[src/rtl/valu_seq.sv]
// Packed-lane signed vector ALU: wrap/saturating add/sub, sequential dot product / MAC into a persistent accumulator.
// Latency: add/sub/pass result valid 1 cycle after accept; VDP/VMAC valid LANES+1 cycles after accept.
// Backpressure: result held stable in DONE until ready_i; no new request accepted until the result retires.
module valu_seq #(
    parameter  int LANES = 4,
    parameter  int EW    = 8,
    localparam int DW    = LANES * EW
) (
    input  logic             clk_i,
    input  logic             rst_i,
    input  logic             valid_i,
    output logic             ready_o,
    input  logic [2:0]       op_i,
    input  logic             sat_i,
    input  logic [DW-1:0]    v1_i,
    input  logic [DW-1:0]    v2_i,
    output logic             valid_o,
    input  logic             ready_i,
    output logic [DW-1:0]    v_o,
    output logic [LANES-1:0] over_o
);
    localparam int CW = $clog2(LANES);

    localparam logic [2:0] OP_VSUM = 3'b010;
    localparam logic [2:0] OP_VSUB = 3'b110;
    localparam logic [2:0] OP_VDP  = 3'b001;
    localparam logic [2:0] OP_VMAC = 3'b011;

    localparam logic [EW-1:0] LANE_MAX = {1'b0, {(EW-1){1'b1}}};
    localparam logic [EW-1:0] LANE_MIN = {1'b1, {(EW-1){1'b0}}};
    localparam logic [DW-1:0] ACC_MAX  = {1'b0, {(DW-1){1'b1}}};
    localparam logic [DW-1:0] ACC_MIN  = {1'b1, {(DW-1){1'b0}}};

    typedef enum logic [1:0] {
        IDLE = 2'd0,
        MUL  = 2'd1,
        DONE = 2'd2
    } state_t;

    state_t state_q, state_d;

    logic [DW-1:0]    v1_q, v2_q;
    logic             sat_q;
    logic [CW-1:0]    cnt_q;
    logic [DW-1:0]    acc_q;
    logic             acc_ovf_q;
    logic [DW-1:0]    v_q;
    logic [LANES-1:0] over_q;

    logic [DW-1:0]    lane_res;
    logic [LANES-1:0] lane_ovf;
    logic [EW-1:0]    la, lb, lr;
    logic             lo;

    logic signed [2*EW-1:0] ma, mb, prod;
    logic signed [DW-1:0]   prod_ext;
    logic [DW-1:0]          acc_sum, acc_next;
    logic                   mac_ovf, last_lane, is_mac;

    assign is_mac    = (op_i == OP_VDP) || (op_i == OP_VMAC);
    assign last_lane = (cnt_q == CW'(LANES - 1));

    // Per-lane add/sub straight from the request operands; the result is captured at accept.
    always_comb begin
        lane_res = '0;
        lane_ovf = '0;
        la = '0;
        lb = '0;
        lr = '0;
        lo = 1'b0;
        for (int k = 0; k < LANES; k++) begin
            la = v1_i[k*EW +: EW];
            lb = v2_i[k*EW +: EW];
            if (op_i == OP_VSUB) begin
                lr = la - lb;
                lo = (la[EW-1] != lb[EW-1]) && (lr[EW-1] != la[EW-1]);
            end else begin
                lr = la + lb;
                lo = (la[EW-1] == lb[EW-1]) && (lr[EW-1] != la[EW-1]);
            end
            // On overflow the true result has v1's sign, so clamp toward it.
            if (lo && sat_i) begin
                lr = la[EW-1] ? LANE_MIN : LANE_MAX;
            end
            lane_res[k*EW +: EW] = lr;
            lane_ovf[k]          = lo;
        end
    end

    // One lane product per MUL cycle, sign-extended and accumulated with optional clamping.
    always_comb begin
        ma       = (2*EW)'($signed(v1_q[cnt_q*EW +: EW]));
        mb       = (2*EW)'($signed(v2_q[cnt_q*EW +: EW]));
        prod     = ma * mb;
        prod_ext = DW'(prod);
        acc_sum  = acc_q + prod_ext;
        mac_ovf  = (acc_q[DW-1] == prod_ext[DW-1]) && (acc_sum[DW-1] != acc_q[DW-1]);
        acc_next = acc_sum;
        if (mac_ovf && sat_q) begin
            acc_next = acc_q[DW-1] ? ACC_MIN : ACC_MAX;
        end
    end

    // State register.
    always_ff @(posedge clk_i) begin
        if (rst_i) begin
            state_q <= IDLE;
        end else begin
            state_q <= state_d;
        end
    end

    // Next-state and handshake outputs.
    always_comb begin
        state_d = state_q;
        ready_o = 1'b0;
        valid_o = 1'b0;
        case (state_q)
            IDLE: begin
                ready_o = 1'b1;
                if (valid_i) begin
                    state_d = is_mac ? MUL : DONE;
                end
            end
            MUL: begin
                if (last_lane) begin
                    state_d = DONE;
                end
            end
            DONE: begin
                valid_o = 1'b1;
                if (ready_i) begin
                    state_d = IDLE;
                end
            end
            default: state_d = IDLE;
        endcase
    end

    // Datapath registers: operand capture, accumulator, held result.
    always_ff @(posedge clk_i) begin
        if (rst_i) begin
            v1_q      <= '0;
            v2_q      <= '0;
            sat_q     <= 1'b0;
            cnt_q     <= '0;
            acc_q     <= '0;
            acc_ovf_q <= 1'b0;
            v_q       <= '0;
            over_q    <= '0;
        end else begin
            case (state_q)
                IDLE: begin
                    if (valid_i) begin
                        v1_q  <= v1_i;
                        v2_q  <= v2_i;
                        sat_q <= sat_i;
                        cnt_q <= '0;
                        case (op_i)
                            OP_VSUM, OP_VSUB: begin
                                v_q    <= lane_res;
                                over_q <= lane_ovf;
                            end
                            OP_VDP: begin
                                acc_q     <= '0;
                                acc_ovf_q <= 1'b0;
                            end
                            OP_VMAC: ;
                            default: begin
                                v_q    <= v1_i;
                                over_q <= '0;
                            end
                        endcase
                    end
                end
                MUL: begin
                    acc_q     <= acc_next;
                    acc_ovf_q <= acc_ovf_q | mac_ovf;
                    cnt_q     <= cnt_q + 1'b1;
                    if (last_lane) begin
                        v_q    <= acc_next;
                        over_q <= {{(LANES-1){1'b0}}, acc_ovf_q | mac_ovf};
                    end
                end
                default: ;
            endcase
        end
    end

    assign v_o    = v_q;
    assign over_o = over_q;
endmodule
[config.mk]
export PLATFORM = sky130hd
export DESIGN_NAME = valu_seq
export DESIGN_NICKNAME = d
export VERILOG_FILES = /design/src/rtl/valu_seq.sv
export SDC_FILE = /design/constraint.sdc
export NUM_CORES = 1
export LEC_CHECK = 0
export CAP_MARGIN = 15
export CELL_PAD_IN_SITES_DETAIL_PLACEMENT = 0
export CELL_PAD_IN_SITES_GLOBAL_PLACEMENT = 2
export CORE_ASPECT_RATIO = 0.7
export CORE_MARGIN = 4
export CORE_UTILIZATION = 39
export CTS_CLUSTER_DIAMETER = 150
export DETAILED_ROUTE_END_ITERATION = 8
export GPL_TIMING_DRIVEN = 0
export PLACE_DENSITY = 0.95
export SLEW_MARGIN = 5
export SYNTH_ARGS = -nofsm -noshare
export SYNTH_HDL_FRONTEND = slang
export SYNTH_SLANG_ARGS = --single-unit
[constraint.sdc]
create_clock -name clk_i -period 14.22 [get_ports clk_i]
set_input_delay 2.844 -clock clk_i [delete_from_list [all_inputs] [get_ports clk_i]]
set_output_delay 2.844 -clock clk_i [all_outputs]
set_load 0.005 [all_outputs]
==> run_results.csv <==
group,metric,value,unit
synthesis,ys_seq_area_share,21.45,%
clocking,postCtsSetupBuffers,0,
synthesis,yosysWarnings,0,
setup_path,max_stage_delay,710,ps
finish,final_layout_size_suffix_gt1_share,4.846,%
placed_design,place_congestion,0.9507,
die,initial_core_util,39.73,%
setup_path,cp.required,14500,ps
sta,period_share,75.79,%
sta,tns,0,ps
synthesis,synth_cells,1614,
synthesis,synth_edf_count,0,
sta,fin_crit,10780,ps
worst_hold_path,hp-class,"flop to flop",
setup_path,worstSetupEndpointType,"flop",
route,postRouteAntennaNets,0,
die,die_w,225.2,µm
route,vias_per_cell,5.731,
sta,worst_pin_slew,930.7,ps
clocking,cts-resized-gates,0,
clocking,clk_path_buf_depth,2,
global_route,met3_usage,4.649,%
power,pwr-share-comb,34.6,%
power,switching_power,0.5111,mW
setup_path,critPathSlowestCell,"o21ai_1",
sta,drv_slew,0,
route,wl,47020,µm
die,core,32410,µm²
clocking,cts_root_buf,"clkbuf_16",
route,drc,0,
global_route,busiest_layer,"met1",
placed_design,dp_hpwl,38720,µm
global_route,antenna_found_initial,0,
finish,area_growth,17.14,%
placed_design,port_buffers,108,
sta,setup_violations,0,
clocking,cts_buffers,17,
finish,fin_nets,1994,
global_route,grt_max_degree,19,
clocking,cts.sink_count,138,
setup_path,regToRegSetupSlack,3440,ps
sta,clock.fmax,92.78,MHz
die,io_pins,110,
power,vdd_drop_max,0.00007476,V
synthesis,ys_ff_latch,138,
global_route,grt_pass1_vias,11974,
route,dr.pass1.iters,6,
clocking,holdBufCountCts,0,
setup_path,worstSetupStartpointType,"flop",
die,rows,55,
power,swShare,37.30,%
route,vias,12504,
sta,hold_viol,0,
finish,final_core_util,46.54,%
sta,relSlewSlack,37.58,%
power,seq_power_share,31.5,%
clocking,cts_tree,"built",
synthesis,netlist-cell-type-count,87,
synthesis,ys_async_sr_fraction,0,%
setup_path,crit_type,"flop to flop",
power,p_leak,6.456,nW
power,pwr-share-clk,33.9,%
sta,rsz0062_at_grt,"false",
global_route,overflow,0,
route,drt_iter0_markers,1155,
global_route,grt_util_met2,36.77,%
sta,fin_skew,12.14,ps
job,maxCapViolCount,0,
global_route,track_usage,25.63,%
route,wl_per_cell,21.55,µm
setup_path,crit_arrival,11060,ps
global_route,met1_usage,39.89,%
synthesis,synth_nets,1867,
global_route,grt_pass1_wl,71390,µm
power,power.density,90.83,nW/µm²
clocking,clkSlewWorstSetupHoldPaths,70,ps
status,outcome,"finished clean",
synthesis,syn_area,12880,µm²
die,die_area,36040,µm²
sta,worst_hold_slack,456.3,ps
power,internal_power,0.8591,mW
synthesis,synth_top_flop_cell,"dfxtp_1",
die,die_y,160.0,µm
setup_path,cp_max_fo,18,
clocking,cts.htree.levels,4,
clocking,insertion_delay,440,ps
synthesis,synth_area_per_cell,7.979,µm²
## worst paths after layout
check	startpoint	to	cells after the start
min reg2reg	v2_q[11]	v2_q[11]	2
max reg2reg	cnt_q[0]	v_o[13]	29
min	v2_q[11]	v2_q[11]	2
max	cnt_q[0]	v_o[13]	29
## cells in the final DEF, fill, tap and decap left out, types with 6 or more instances in the layout
cell             count
nand3b_1            10
a22oi_1              9
a21oi_1            178
o31ai_1              8
nand2_1            235
nor4_1               6
fa_1                64
mux4_2              17
clkbuf_16           17
xnor2_1             46
o211ai_1            13
nor2b_1             17
o21ai_0             56
a31oi_1             16
ha_1               117
xor2_1              18
nand3_1             20
a311oi_1            16
o221ai_1             6
inv_1              152
o21a_1               8
a211o_1              9
nor3_1              21
and3_1              13
mux2i_1             12
dfxtp_1            138
a221oi_1            11
a21o_1              16
clkdlybuf4s50_1    108
o21ai_1              6
a2111oi_0            7
o21bai_1            19
nand2b_1            18
nor2_1              99
or3_1               14
a211oi_1            19
clkbuf_1            63
and2_1              47
## critical path: cells and delay by family (launching register included)
kind / cells / cell delay [ps]
AOI/OAI and AO/OA: 12 / 3610
adders and majority gates: 6 / 2890
buffers and inverters: 6 / 1890
and+or+nand+nor: 3 / 1000
xor gates and xnor gates: 1 / 480
muxes: 1 / 410
DFF: 1 / 340
## sequential cells by signal, summed over array words and instances (netlist names)
register	count
v_o	32
v2_q	32
acc_q	32
over_o	4
state_q	2
sat_q	1
v1_q	32
acc_ovf_q	1
cnt_q	2
## cell type report
cell class | instances | area [µm²]
Fill cell | 3232 | 17330
Multi-Input combinational cell | 1251 | 9256
Sequential cell | 138 | 2763
Timing Repair Buffer | 108 | 1081
Inverter | 153 | 574.3
Tap cell | 427 | 534.3
Clock buffer | 18 | 429.2
Buffer | 72 | 284.0
Clock inverter | 14 | 160.2
Antenna cell | 1 | 2.502
## cell usage after synthesis, drive strengths merged, types with 8 or more instances
| library cell | number | area [µm²] |
|---|---|---|
| buf | 10 | 51.29 |
| inv | 152 | 570.6 |
| a211oi | 22 | 195.2 |
| nand3b | 10 | 75.07 |
| o31ai | 10 | 93.84 |
| fa | 64 | 1281 |
| ha | 117 | 1464 |
| nand2 | 236 | 888.4 |
| a311oi | 16 | 140.1 |
| nand2b | 18 | 112.6 |
| o21ai | 63 | 319.1 |
| nor2 | 102 | 395.4 |
| clkbuf | 62 | 232.7 |
| a221oi | 11 | 96.34 |
| mux4 | 17 | 382.9 |
| xor2 | 18 | 157.7 |
| o21bai | 19 | 142.6 |
| dfxtp | 138 | 2763 |
| a21o | 16 | 120.1 |
| a211o | 9 | 78.83 |
| and2 | 50 | 320.3 |
| a31oi | 16 | 100.1 |
| o211ai | 13 | 97.59 |
| a21oi | 178 | 890.9 |
| o21a | 8 | 60.06 |
| a22oi | 9 | 67.56 |
| mux2i | 12 | 120.1 |
| and3 | 14 | 92.59 |
| nor2b | 18 | 120.1 |
| nand3 | 20 | 100.1 |
| xnor2 | 47 | 419.2 |
| or3 | 14 | 87.58 |
| nor3 | 23 | 125.1 |
## routing by layer
layer | wire length [µm] | share of wire (%)
met5 | 0 | 0
met4 | 748 | 1.6
met3 | 3913 | 8.3
met2 | 19590 | 42
met1 | 22770 | 48
## power groups by stage
| stage | combinational, mW | sequential (mW) | clock, mW |
|---|---|---|---|
| final | 0.473 | 0.432 | 0.465 |
| after global routing | 0.520 | 0.434 | 0.479 |
| after CTS | 0.468 | 0.431 | 0.463 |
| after detailed placement | 0.465 | 0.440 | 0 |
| after global placement | 0.461 | 0.439 | 0 |
| after floorplan | 0.303 | 0.431 | 0 |
## through the flow
step	setup WS, ps	cell area [µm²]	cells	power (mW)
2_1_floorplan	5836	12880	1614	0.7340
3_3_place_gp	3584	14490	2149	0.9006
3_5_place_dp	3596	14490	2149	0.9045
4_1_cts	3542	15080	2181	1.363
5_1_grt	2836	15080	2181	1.432
6_report	3442	15080	2182	1.370
## kinds of logic (layout without fill, tap and decap cells)
logic type / count (synthesis) / in the layout / synth area share [%]
AO/OA/AOI/OAI: 443 / 443 / 22.38
adder cells (fa/ha/maj): 181 / 181 / 21.32
multiplexers: 32 / 32 / 4.168
buffers and inverters: 225 / 365 / 6.665
XOR/XNOR: 65 / 65 / 4.479
AND/OR/NAND/NOR: 530 / 530 / 19.54
other: 0 / 1 / 0
flip-flops: 138 / 138 / 21.45
No activity file was read; power rests on OpenSTA's default activity.
